`src/rtl/z8420_pkg.sv`:
```
// z8420_pkg: shared mode codes, control-word FSM states and control-word patterns for the Z8420 PIO port channel
package z8420_pkg;

    localparam logic [1:0] MODE_OUT   = 2'd0;
    localparam logic [1:0] MODE_IN    = 2'd1;
    localparam logic [1:0] MODE_BIDIR = 2'd2;
    localparam logic [1:0] MODE_BIT   = 2'd3;

    typedef enum logic [1:0] {ST_IDLE, ST_IOSEL, ST_MASK} state_e;

    localparam logic [3:0] CW_MODE = 4'hF;
    localparam logic [3:0] CW_ICW  = 4'h7;
    localparam logic [3:0] CW_IEN  = 4'h3;

endpackage

```
`src/rtl/z8420_port_match.sv`:
```
// z8420_port_match: mode-3 bit-match condition and STB_n rising-edge detect, producing the one-cycle INTI pulse
// Ports: clk_i, reset_n_i (sync, active low), mode_i, iosel_i, mask_i, high_i, and_or_i, pi_i, stb_n_i,
//        hist_clr_i (restart match history), mode_wr_i (mode word written this cycle), inti_o.
// Option: Z8420_PORT_SYNC_EN adds a 2-flop synchronizer on pi_i/stb_n_i (INTI latency 3 CLK instead of 1).
module z8420_port_match
    import z8420_pkg::*;
(
    input  logic       clk_i,
    input  logic       reset_n_i,
    input  logic [1:0] mode_i,
    input  logic [7:0] iosel_i,
    input  logic [7:0] mask_i,
    input  logic       high_i,
    input  logic       and_or_i,
    input  logic [7:0] pi_i,
    input  logic       stb_n_i,
    input  logic       hist_clr_i,
    input  logic       mode_wr_i,
    output logic       inti_o
);

    logic [7:0] pi_s;
    logic       stb_s;

`ifdef Z8420_PORT_SYNC_EN
    logic [7:0] pi_m_q, pi_s_q;
    logic       stb_m_q, stb_s_q;

    always_ff @(posedge clk_i) begin
        if (!reset_n_i) begin
            pi_m_q  <= '0;
            pi_s_q  <= '0;
            stb_m_q <= 1'b1;
            stb_s_q <= 1'b1;
        end else begin
            pi_m_q  <= pi_i;
            pi_s_q  <= pi_m_q;
            stb_m_q <= stb_n_i;
            stb_s_q <= stb_m_q;
        end
    end

    assign pi_s  = pi_s_q;
    assign stb_s = stb_s_q;
`else
    assign pi_s  = pi_i;
    assign stb_s = stb_n_i;
`endif

    logic [7:0] mon, act;
    logic       match, match_q, stb_q, inti_q;
    logic       match_d, inti_d;

    assign mon   = iosel_i & ~mask_i;
    assign act   = ~(pi_s ^ {8{high_i}}) & mon;
    assign match = and_or_i ? (act == mon) && (mon != 8'h00) : |act;

    // History is tracked in every mode so a later mode switch starts from true pin state;
    // the write cycle of a mode word itself never fires.
    always_comb begin
        match_d = hist_clr_i ? 1'b0 : match;
        inti_d  = !mode_wr_i && ((mode_i == MODE_BIT) ? (match && !match_q) : (stb_s && !stb_q));
    end

    always_ff @(posedge clk_i) begin
        if (!reset_n_i) begin
            match_q <= 1'b0;
            stb_q   <= 1'b1;
            inti_q  <= 1'b0;
        end else begin
            match_q <= match_d;
            stb_q   <= stb_s;
            inti_q  <= inti_d;
        end
    end

    assign inti_o = inti_q;

endmodule

```
`src/rtl/z8420_port_ctrl.sv`:
```
// z8420_port_ctrl: Z8420 PIO port channel - control-word decode FSM, register file, interrupt request and vector drive
// Ports: clk_i, reset_n_i (sync, active low), cwr_i, di_i[7:0], pi_i[7:0], stb_n_i, vecten_i,
//        inti_o, inten_o, do_o[7:0], doe_o, mode_o[1:0], iosel_o[7:0].
// Option: Z8420_PORT_SYNC_EN synchronizes pi_i/stb_n_i inside z8420_port_match.
module z8420_port_ctrl
    import z8420_pkg::*;
(
    input  logic       clk_i,
    input  logic       reset_n_i,
    input  logic       cwr_i,
    input  logic [7:0] di_i,
    input  logic [7:0] pi_i,
    input  logic       stb_n_i,
    input  logic       vecten_i,
    output logic       inti_o,
    output logic       inten_o,
    output logic [7:0] do_o,
    output logic       doe_o,
    output logic [1:0] mode_o,
    output logic [7:0] iosel_o
);

    state_e     st_q, st_d;
    logic [1:0] mode_q, mode_d;
    logic [7:0] iosel_q, iosel_d, mask_q, mask_d, vect_q, vect_d;
    logic       ie_q, ie_d, and_or_q, and_or_d, high_q, high_d;
    logic       mode_wr, hist_clr;

    always_comb begin
        st_d     = st_q;
        mode_d   = mode_q;
        iosel_d  = iosel_q;
        mask_d   = mask_q;
        vect_d   = vect_q;
        ie_d     = ie_q;
        and_or_d = and_or_q;
        high_d   = high_q;
        mode_wr  = 1'b0;
        hist_clr = 1'b0;
        if (cwr_i) begin
            case (st_q)
                // Follow-on bytes are raw data, never decoded as control words.
                ST_IOSEL: begin
                    iosel_d  = di_i;
                    st_d     = ST_IDLE;
                    hist_clr = 1'b1;
                end
                ST_MASK: begin
                    mask_d   = di_i;
                    st_d     = ST_IDLE;
                    hist_clr = 1'b1;
                end
                default: begin
                    if (!di_i[0]) begin
                        vect_d = di_i;
                    end else if (di_i[3:0] == CW_MODE) begin
                        mode_d  = di_i[7:6];
                        mode_wr = 1'b1;
                        if (di_i[7:6] == MODE_BIT) st_d = ST_IOSEL;
                    end else if (di_i[3:0] == CW_ICW) begin
                        ie_d     = di_i[7];
                        and_or_d = di_i[6];
                        high_d   = di_i[5];
                        if (di_i[4]) st_d = ST_MASK;
                    end else if (di_i[3:0] == CW_IEN) begin
                        ie_d = di_i[7];
                    end
                end
            endcase
        end
    end

    always_ff @(posedge clk_i) begin
        if (!reset_n_i) begin
            st_q     <= ST_IDLE;
            mode_q   <= MODE_IN;
            iosel_q  <= 8'hFF;
            mask_q   <= 8'hFF;
            vect_q   <= 8'h00;
            ie_q     <= 1'b0;
            and_or_q <= 1'b0;
            high_q   <= 1'b0;
        end else begin
            st_q     <= st_d;
            mode_q   <= mode_d;
            iosel_q  <= iosel_d;
            mask_q   <= mask_d;
            vect_q   <= vect_d;
            ie_q     <= ie_d;
            and_or_q <= and_or_d;
            high_q   <= high_d;
        end
    end

    z8420_port_match u_match (
        .clk_i      (clk_i),
        .reset_n_i  (reset_n_i),
        .mode_i     (mode_q),
        .iosel_i    (iosel_q),
        .mask_i     (mask_q),
        .high_i     (high_q),
        .and_or_i   (and_or_q),
        .pi_i       (pi_i),
        .stb_n_i    (stb_n_i),
        .hist_clr_i (hist_clr),
        .mode_wr_i  (mode_wr),
        .inti_o     (inti_o)
    );

    // Interrupts stay off while a mask byte is outstanding.
    assign inten_o = ie_q && (st_q != ST_MASK);
    assign do_o    = vecten_i ? vect_q : 8'h00;
    assign doe_o   = vecten_i;
    assign mode_o  = mode_q;
    assign iosel_o = iosel_q;

endmodule

```
`config.mk`:
```
export PLATFORM = sky130hd
export DESIGN_NAME = z8420_port_ctrl
export DESIGN_NICKNAME = d
export VERILOG_FILES = /design/src/rtl/z8420_pkg.sv /design/src/rtl/z8420_port_match.sv /design/src/rtl/z8420_port_ctrl.sv
export SDC_FILE = /design/constraint.sdc
export NUM_CORES = 1
export LEC_CHECK = 0
export CORE_MARGIN = 3
export CORE_UTILIZATION = 39
export CTS_BUF_LIST = sky130_fd_sc_hd__clkbuf_2
export CTS_CLUSTER_DIAMETER = 30
export DETAILED_ROUTE_END_ITERATION = 10
export PLACE_DENSITY = 0.63
export SYNTH_ARGS = -nofsm -noshare
export SYNTH_HDL_FRONTEND = slang
export SYNTH_HIERARCHICAL = 1
export SYNTH_SLANG_ARGS = --single-unit
export TNS_END_PERCENT = 5
```
`constraint.sdc`:
```
create_clock -name clk_i -period 1.8 [get_ports clk_i]
set_clock_uncertainty 0.1 [all_clocks]
set_input_delay 0.27 -clock clk_i [delete_from_list [all_inputs] [get_ports clk_i]]
set_output_delay 0.27 -clock clk_i [all_outputs]
set_load 0.005 [all_outputs]
```
* Word level (Yosys, flattened, before mapping)
Index checks and enable logic that the tools add are counted.
** Operators by class
- Equal/unequal tests :: 10
- Muxes and demuxes :: 17
- Bitwise gates (word level) :: 9
- Reductions and logical operators :: 23
** Operator list (number)
- $and 8x8->8 :: 2
- $not 8->8 :: 2
- $reduce_and 5->1 :: 3
- $mux 2 :: 6
- $mux 1 :: 10
- $eq 8x8->1 :: 1
- $mux 8 :: 1
- $reduce_bool 8->1 :: 1
- $reduce_or 8->1 :: 1
- $xor 8x8->8 :: 1
- $eq 2x2->1 const B :: 3
- $reduce_bool 3->1 :: 2
- $logic_and 1x1->1 :: 5
- $eq 4x2->1 const B :: 1
- $eq 4x3->1 const B :: 1
- $eq 4x4->1 const B :: 1
- $not 1->1 :: 4
- $reduce_and 2->1 :: 2
- $reduce_and 4->1 :: 1
- $reduce_bool 2->1 :: 2
- $reduce_or 2->1 :: 2
- $logic_not 1->1 :: 3
- $ne 3x2->1 const B :: 1
- $reduce_and 3->1 :: 1
- other kinds (2) :: 2
** Word-level totals
- Register bits after elaboration :: 33
- Input port bits :: 21
- Output and inout port bits :: 21
- Word-level logic and storage cells :: 70

* Depth between registers and ports, before layout
Gate-level depths: netlist of run 1.
- Word-level depth :: 9
- Gate-level depth with buffers :: 7
- Gate-level depth less buffers :: 6

* By module
The synthesis of run 1 kept the hierarchy.
** Modules (own cells, without submodules)
- z8420_port_ctrl :: times used 1, cells each 162, area an instance 1326.3 sq um, sequential area each 600.6 sq um
- z8420_port_match :: times used 1, cells each 45, area an instance 369.1 sq um, sequential area each 60.1 sq um

* Worst setup path after synthesis of run 1
OpenSTA, ideal clock, no wires.
- Kind :: register -> register
- Start :: register iosel_q[7], in the netlist iosel_o[7]
- End :: register u_match.inti_q, in the netlist u_match/inti_o
- Library setup time :: 0.117 ns
- Data arrival time :: 1.324 ns
- Required time :: 1.583 ns
- Setup slack :: 0.259 ns
- Cell stages (with the launch flop) :: 6
- Buffers on the path :: 0
- Period minus slack after synthesis :: 1.541 ns
- Cell sequence :: dfxtp_1 or3b_1 o221a_2 a31oi_1 o22ai_2 a22o_1
** Between the ends
- Longest elaborated chain between the ends :: 8
- Elaborated cells on any way between the ends :: 10
- Those cells by class :: 1 x eq/ne; 2 x mux; 2 x bitwise; 5 x reduce/logical
** RTL lines
- start, declared :: line z8420_port_ctrl.sv:25 : logic [7:0] iosel_q, iosel_d, mask_q, mask_d, vect_q, vect_d;
- start signal, assigned :: line z8420_port_ctrl.sv:86 : iosel_q <= iosel_d;
- $and 8x8->8 * :: line z8420_port_match.sv:54 : assign mon = iosel_i & ~mask_i;
- $and 8x8->8 :: line z8420_port_match.sv:55 : assign act = ~(pi_s ^ {8{high_i}}) & mon;
- $eq 8x8->1 :: line z8420_port_match.sv:56 : assign match = and_or_i ? (act == mon) && (mon != 8'h00) : |act;
- $logic_and 1x1->1 :: line z8420_port_match.sv:56
- $mux 1 * :: line z8420_port_match.sv:56
- $logic_and 1x1->1 * :: line z8420_port_match.sv:62 : inti_d = !mode_wr_i && ((mode_i == MODE_BIT) ? (match && !match_q) : (stb_s && !stb_q));
- $mux 1 * :: line z8420_port_match.sv:62
- $logic_and 1x1->1 * :: line z8420_port_match.sv:62
- end signal, assigned :: line z8420_port_match.sv:73 : inti_q <= inti_d;
- end, declared :: line z8420_port_match.sv:51 : logic match, match_q, stb_q, inti_q;
Mark *: on every way between the ends. The rest lies on a longest branch, timed or not.
A chain may end at the register's enable or synchronous reset.

* Worst setup path after layout of run 1
- Start :: register vect_q[2]
- End :: output do_o[2]
** Between the ends
- Longest elaborated chain between the ends :: 1
** RTL lines
- start, declared :: line z8420_port_ctrl.sv:25
- start signal, assigned :: line z8420_port_ctrl.sv:88 : vect_q <= vect_d;
- $mux 8 :: line z8420_port_ctrl.sv:112 : assign do_o = vecten_i ? vect_q : 8'h00;
- end, declared :: line z8420_port_ctrl.sv:17 : output logic [7:0] do_o,
No other way between the ends.

==> flow_summary.toml, run 1 <==
[yosys]
synth_edf_count = 0
ys_seq_area_share_pct = 38.97
yosysMostFrequentCell = "nand2_1"
ys_top_cells_by_area = "dfxtp_1, nand2_1, nand3_1"
netlist_top_cells_count = "nand2_1, dfxtp_1, nand3_1, inv_1, nor2_1"
netlist-cell-type-count = 43
ys_ff_latch = 33
synth_top_area_cell = "dfxtp_1"
syn-num-nets = 230
synth_top_area_share_pct = 38.97
synthArstFlopShare_pct = 0
syn_inst = 207
synth_flop_cell = "dfxtp_1"
avgSynthCellArea_um2 = 8.190
synth_warnings = 6
synth.cell_area_um2 = 1695

[timing]
final_max_slew_viol_count = 0
min_period_ns = 1.718
tns_ns = 0
rsz0062_at_grt = "true"
setup_viol = 0
finalCritPeriodShare_pct = 95.44
max_freq_mhz = 582.1
hold_violations = 0

[worst_setup_path]
worstRegToRegCells = 5
rr_endpoint = "u_match/inti_o"
start_kind = "flip-flop"
cp_max_fo = 2
r2r-start = "iosel_o[2]"
required_ns = 1.43
r2r_slack_ns = 0.17
end_kind = "output pin"
path_class = "reg -> out"
worstPathArrival_ns = 1.35

[power_and_ir_drop]
power.share.clock_pct = 27.1
seq_power_share_pct = 57.5
leakagePower_nw = 0.9818
pwr-share-comb_pct = 15.4
p_int_uw = 957.6
power_mw = 1.318
p_sw_share_pct = 27.36
power_density_nw_per_um2 = 587.6
vdd_drop_max_mv = 0.2758
power.switching_uw = 360.7

[route]
routed_wl_um = 4230
route.detailed.drc = 0
vias_per_cell = 5.131
drt_iter0_drc = 100
ant_nets = 0
dr.pass1.iters = 4
vias = 1570
drt-wirelength-per-cell_um = 13.82

[cts]
root_buffer = "clkbuf_2"
cts_buffer_depth = 2
clock_latency_ns = 0.37
cts_tree = "done"
hold_buffers = 0
cts.clk_slew.worst_paths_ns = 0.16
cts_inserted_buffers = 5
clock-sinks = 33
ctsHtreeMaxLevel = 2

[floorplanning]
die_y_um = 71.93
die_w_um = 71.93
io_pins = 42
die_area_um2 = 5174
initial_core_util_pct = 41.49
rows = 23
core_area_um2 = 4086

[layout]
area_growth_pct = 32.32
stdcell_area_um2 = 2243
diodes = 0
fin_nets = 278
drive_above_1_share_pct = 14.06
fillers = 435

[grt]
grt_antenna_before_repair = 0
grt_overflow = 0
track_usage_pct = 18.39
grt_pass1_wl_um = 7431
grt_pass1_vias = 1530
grt_max_degree = 15

[worst_hold_path]
hold_path_end = "u_match/stb_q"
worstHoldPathType = "in -> reg"
min_from = "stb_n_i"
min_path_cells = 2

[flow_run]
cap_violations = 0

[placed_design]
port_buffers = 40
hpwl_um = 3154
gp_congestion = 0.7811
place_area_um2 = 2193

[run_status]
status = "complete, no violations"
power groups by stage:
| stage | clock network, mW | logic [mW] | registers (mW) |
|---|---|---|---|
| 2_1_floorplan | 0 | 0.0940 | 0.771 |
| 3_3_place_gp | 0 | 0.202 | 0.773 |
| 3_5_place_dp | 0 | 0.203 | 0.772 |
| 4_1_cts | 0.369 | 0.204 | 0.757 |
| 5_1_grt | 0.411 | 0.223 | 0.761 |
| 6_report | 0.358 | 0.202 | 0.758 |
kinds of logic after synthesis:
| kind of cell | share of synthesized area (%) |
|---|---|
| AO/OA/AOI/OAI | 12.84 |
| multiplexers | 4.133 |
| AND/OR/NAND/NOR | 34.76 |
| XOR/XNOR | 0.5167 |
| flip-flops | 38.97 |
| adder cells (fa/ha/maj) | 1.476 |
| other | 0.2212 |
| buffers and inverters | 7.084 |
flip-flops by register name, summed over array words and instances, names as in the netlist:
name,cells
and_or_q,1
high_q,1
ie_q,1
iosel_o,8
mask_q,8
mode_o,2
st_q,2
u_match/inti_o,1
u_match/match_q,1
u_match/stb_q,1
vect_q,7
cell usage in the layout (no fill, tap or decap), types with 8 or more instances in the layout:
cell type,count
clkdlybuf4s50_1,38
nand2_1,37
dfxtp_1,26
nand3_1,21
buf_4,13
inv_1,12
nor2_1,10
and2_1,9
nand2b_1,8
stage by stage:
step	utilization (%)	setup slack, ns	hold slack (ns)	std cells
global route	54.90	-0.01003	0.3612	306
CTS	54.81	0.03198	0.3669	306
finish	54.90	0.08206	0.3791	306
global placement	53.67	-0.1468	0.3450	297
floorplan	-	0.2588	0.2430	207
detailed placement	53.67	-0.1746	0.3587	297
worst max-delay path by stage:
stage / slack (ns) / cells after the start / start / to
CTS: 0.03 / 4 / st_q[0] / inten_o
detailed placement: -0.17 / 7 / pi_i[4] / u_match/inti_o
floorplan: 0.26 / 5 / iosel_o[7] / u_match/inti_o
finish: 0.08 / 2 / vect_q[2] / do_o[2]
global route: -0.01 / 2 / iosel_o[4] / iosel_o[4]
global placement: -0.15 / 6 / pi_i[7] / u_match/inti_o
critical path, cell delays in order (launching register included):
cell	delay [ns]
dfxtp_2	0.36
and2_1	0.13
clkdlybuf4s50_1	0.50
what timing repair did:
| action | 4_1_cts | 5_1_grt |
|---|---|---|
| endpoints found under the setup margin | 8 | 7 |
| gates resized for setup | 3 | 8 |
| buffers inserted | 1 | 0 |
routing by layer:
layer	up-vias	share of wire, %	global-route usage (%)
li1	815	-	-
met1	702	50	26.83
met2	47	42	26.22
met3	6	6.9	4.709
met4	0	1.4	6.263
met5	-	0	0
cell type report:
class | count | area (um2) | share of cell area (%)
multi-input cells | 149 | 914.6 | 40.77
flip-flops and latches | 33 | 669.4 | 29.84
repair buffers | 54 | 511.7 | 22.81
well taps | 50 | 62.56 | 2.789
inverters | 12 | 45.04 | 2.008
clock buffers | 6 | 30.03 | 1.339
clock inverters | 2 | 10.01 | 0.4462
Power figures use the tool's default switching activity.
==> run 2: changes to the inputs <==
--- a/config.mk
+++ b/config.mk
@@ -5,12 +5,13 @@
 export SDC_FILE = /design/constraint.sdc
 export NUM_CORES = 1
 export LEC_CHECK = 0
+export ABC_AREA = 1
 export CORE_MARGIN = 3
 export CORE_UTILIZATION = 39
 export CTS_BUF_LIST = sky130_fd_sc_hd__clkbuf_2
 export CTS_CLUSTER_DIAMETER = 30
 export DETAILED_ROUTE_END_ITERATION = 10
-export PLACE_DENSITY = 0.63
+export PLACE_DENSITY = 0.62
 export SYNTH_ARGS = -nofsm -noshare
 export SYNTH_HDL_FRONTEND = slang
 export SYNTH_HIERARCHICAL = 1
==> run 2 against run 1 <==
Compared with the run above:
- combinational power is 15% higher
- synthesized cell count is 39% higher
- critical path type unchanged
- setup slack better by 0.019 ns
- largest power group unchanged
- largest cell class unchanged
- critical endpoint is now do_o[6]
==> flow_summary.toml, run 2 <==
[worst_setup_path]
end_kind = "output pin"
cp-startpoint = "vect_q[6]"
r2r-start = "st_q[0]"
cp_max_fo = 2
worstPathArrival_ns = 1.33
start_kind = "flip-flop"
required_ns = 1.43
path_class = "reg -> out"

[placed_design]
dpl.cell_count = 380
port_buffers = 40
hpwl_um = 3183
gp_congestion = 0.7683
place_area_um2 = 2298

[yosys]
netlist-cell-type-count = 20
synthArstFlopShare_pct = 0
yosysMostFrequentCell = "nand2_1"
netlist_top_cells_count = "nand2_1, inv_1, nor2_1, dfxtp_1, nand3_1"
synth_edf_count = 0
avgSynthCellArea_um2 = 6.265
synth.cell_area_um2 = 1798
synth_flop_cell = "dfxtp_1"
ys_top_cells_by_area = "dfxtp_1, nand2_1, inv_1"
ys_seq_area_share_pct = 36.74
synth_top_area_share_pct = 36.74
synth_warnings = 6
synth_top_area_cell = "dfxtp_1"
syn_inst = 287
ys_ff_latch = 33
syn-num-nets = 310

[grt]
grt_pass1_wl_um = 7196
grt_antenna_before_repair = 0
grt_overflow = 0
grt_max_degree = 34
grt_pass1_vias = 1623
track_usage_pct = 17.01

[floorplanning]
rows = 24
core_area_um2 = 4414
io_pins = 42
die_w_um = 73.90
die_area_um2 = 5461
die_y_um = 73.90
initial_core_util_pct = 40.73

[cts]
cts.clk_slew.worst_paths_ns = 0.16
root_buffer = "clkbuf_2"
ctsHtreeMaxLevel = 2
clock-sinks = 33
cts_tree = "done"
cts_inserted_buffers = 5
clock_latency_ns = 0.35
cts_buffer_depth = 2

[power_and_ir_drop]
power_density_nw_per_um2 = 566.4
power_mw = 1.325
leakagePower_nw = 1.350
vdd_drop_max_mv = 0.2798

[timing]
setup_viol = 0
rsz0062_at_grt = "false"
final_max_slew_viol_count = 0
hold_violations = 0
finalCritPeriodShare_pct = 94.38
finalHoldWorstSlack_ns = 0.3397
min_period_ns = 1.699
max_freq_mhz = 588.7

[run_status]
status = "complete, no violations"

[flow_run]
cap_violations = 0

[worst_hold_path]
min_from = "stb_n_i"
worstHoldPathType = "in -> reg"

[layout]
most-common-layout-cells = "nand2_1, inv_1, clkdlybuf4s50_1, nor2_1, dfxtp_1"
stdcell_area_um2 = 2338
layout_commonest_cell = "nand2_1"
drive_above_1_share_pct = 10.12
fin_nets = 359
diodes = 0
layout.cells.non_filler = 388
area_growth_pct = 30.06

[route]
dr.pass1.iters = 5
drt-wirelength-per-cell_um = 10.70
vias = 1769
drt_iter0_drc = 53
route.detailed.drc = 0
vias_per_cell = 4.559
ant_nets = 0
routed_wl_um = 4150
==> run 2: layout make-up <==
cell class                      count  area (um2)
Clock inverter                      1       3.754
Fill cell                         464        2076
Clock buffer                        6       30.03
Timing Repair Buffer               50       485.5
Tap cell                           52       65.06
Sequential cell                    33       661.9
Multi-Input combinational cell    195       893.4
Inverter                           51       198.9
==> run 2: layer usage <==
metal	vias to the layer above	GRT usage (%)	wire length [um]
met4	0	5.433	57
li1	966	-	-
met1	757	23.50	2149
met2	42	25.59	1715
met3	4	4.788	227
met5	-	0	0
==> run 2: metrics by stage <==
stage,worst slack [ns],setup TNS [ns],utilization [%]
6_report,0.1012,0,52.98
3_5_place_dp,-0.08100,-0.5140,52.07
4_1_cts,0.08361,0,52.98
5_1_grt,0.006532,0,52.98
2_1_floorplan,0.3647,0,-
3_3_place_gp,-0.05476,-0.3725,52.07
==> run 2: critical path: stages, from the launching register on <==
cell and delay, ns:
dfxtp_1 0.37, nand2_1 0.05, inv_1 0.06, clkdlybuf4s50_1 0.49
==> run 2: kinds of logic after synthesis <==
logic type | count (synthesis) | share of synthesized area (%)
AO/OA/AOI/OAI | 30 | 9.812
adder cells (fa/ha/maj) | 2 | 1.392
buffers and inverters | 59 | 13.57
flip-flops | 33 | 36.74
other | 1 | 0.2086
AND/OR/NAND/NOR | 162 | 38.27
==> run 2: worst paths after layout <==
kind / endpoint / slack [ns] / cells after the start
worst max-delay path: do_o[6] / 0.10 / 3
worst min-delay path: u_match/stb_q / 0.34 / 3
worst max register to register: u_match/inti_o / 0.29 / 9
worst min register to register: ie_q / 0.36 / 2
==> run 2: what timing repair did <==
action | 4_1_cts | 5_1_grt
endpoints found under the setup margin | 9 | 0
hold buffers | 0 | 0
setup buffers | 1 | 0
hold endpoints to repair | 0 | 0
gates resized for setup | 3 | 0
==> run 2: power breakdown <==
part	internal, mW	switching (mW)
clock network	0.0907	0.232
logic	0.114	0.119
registers	0.755	0.0130
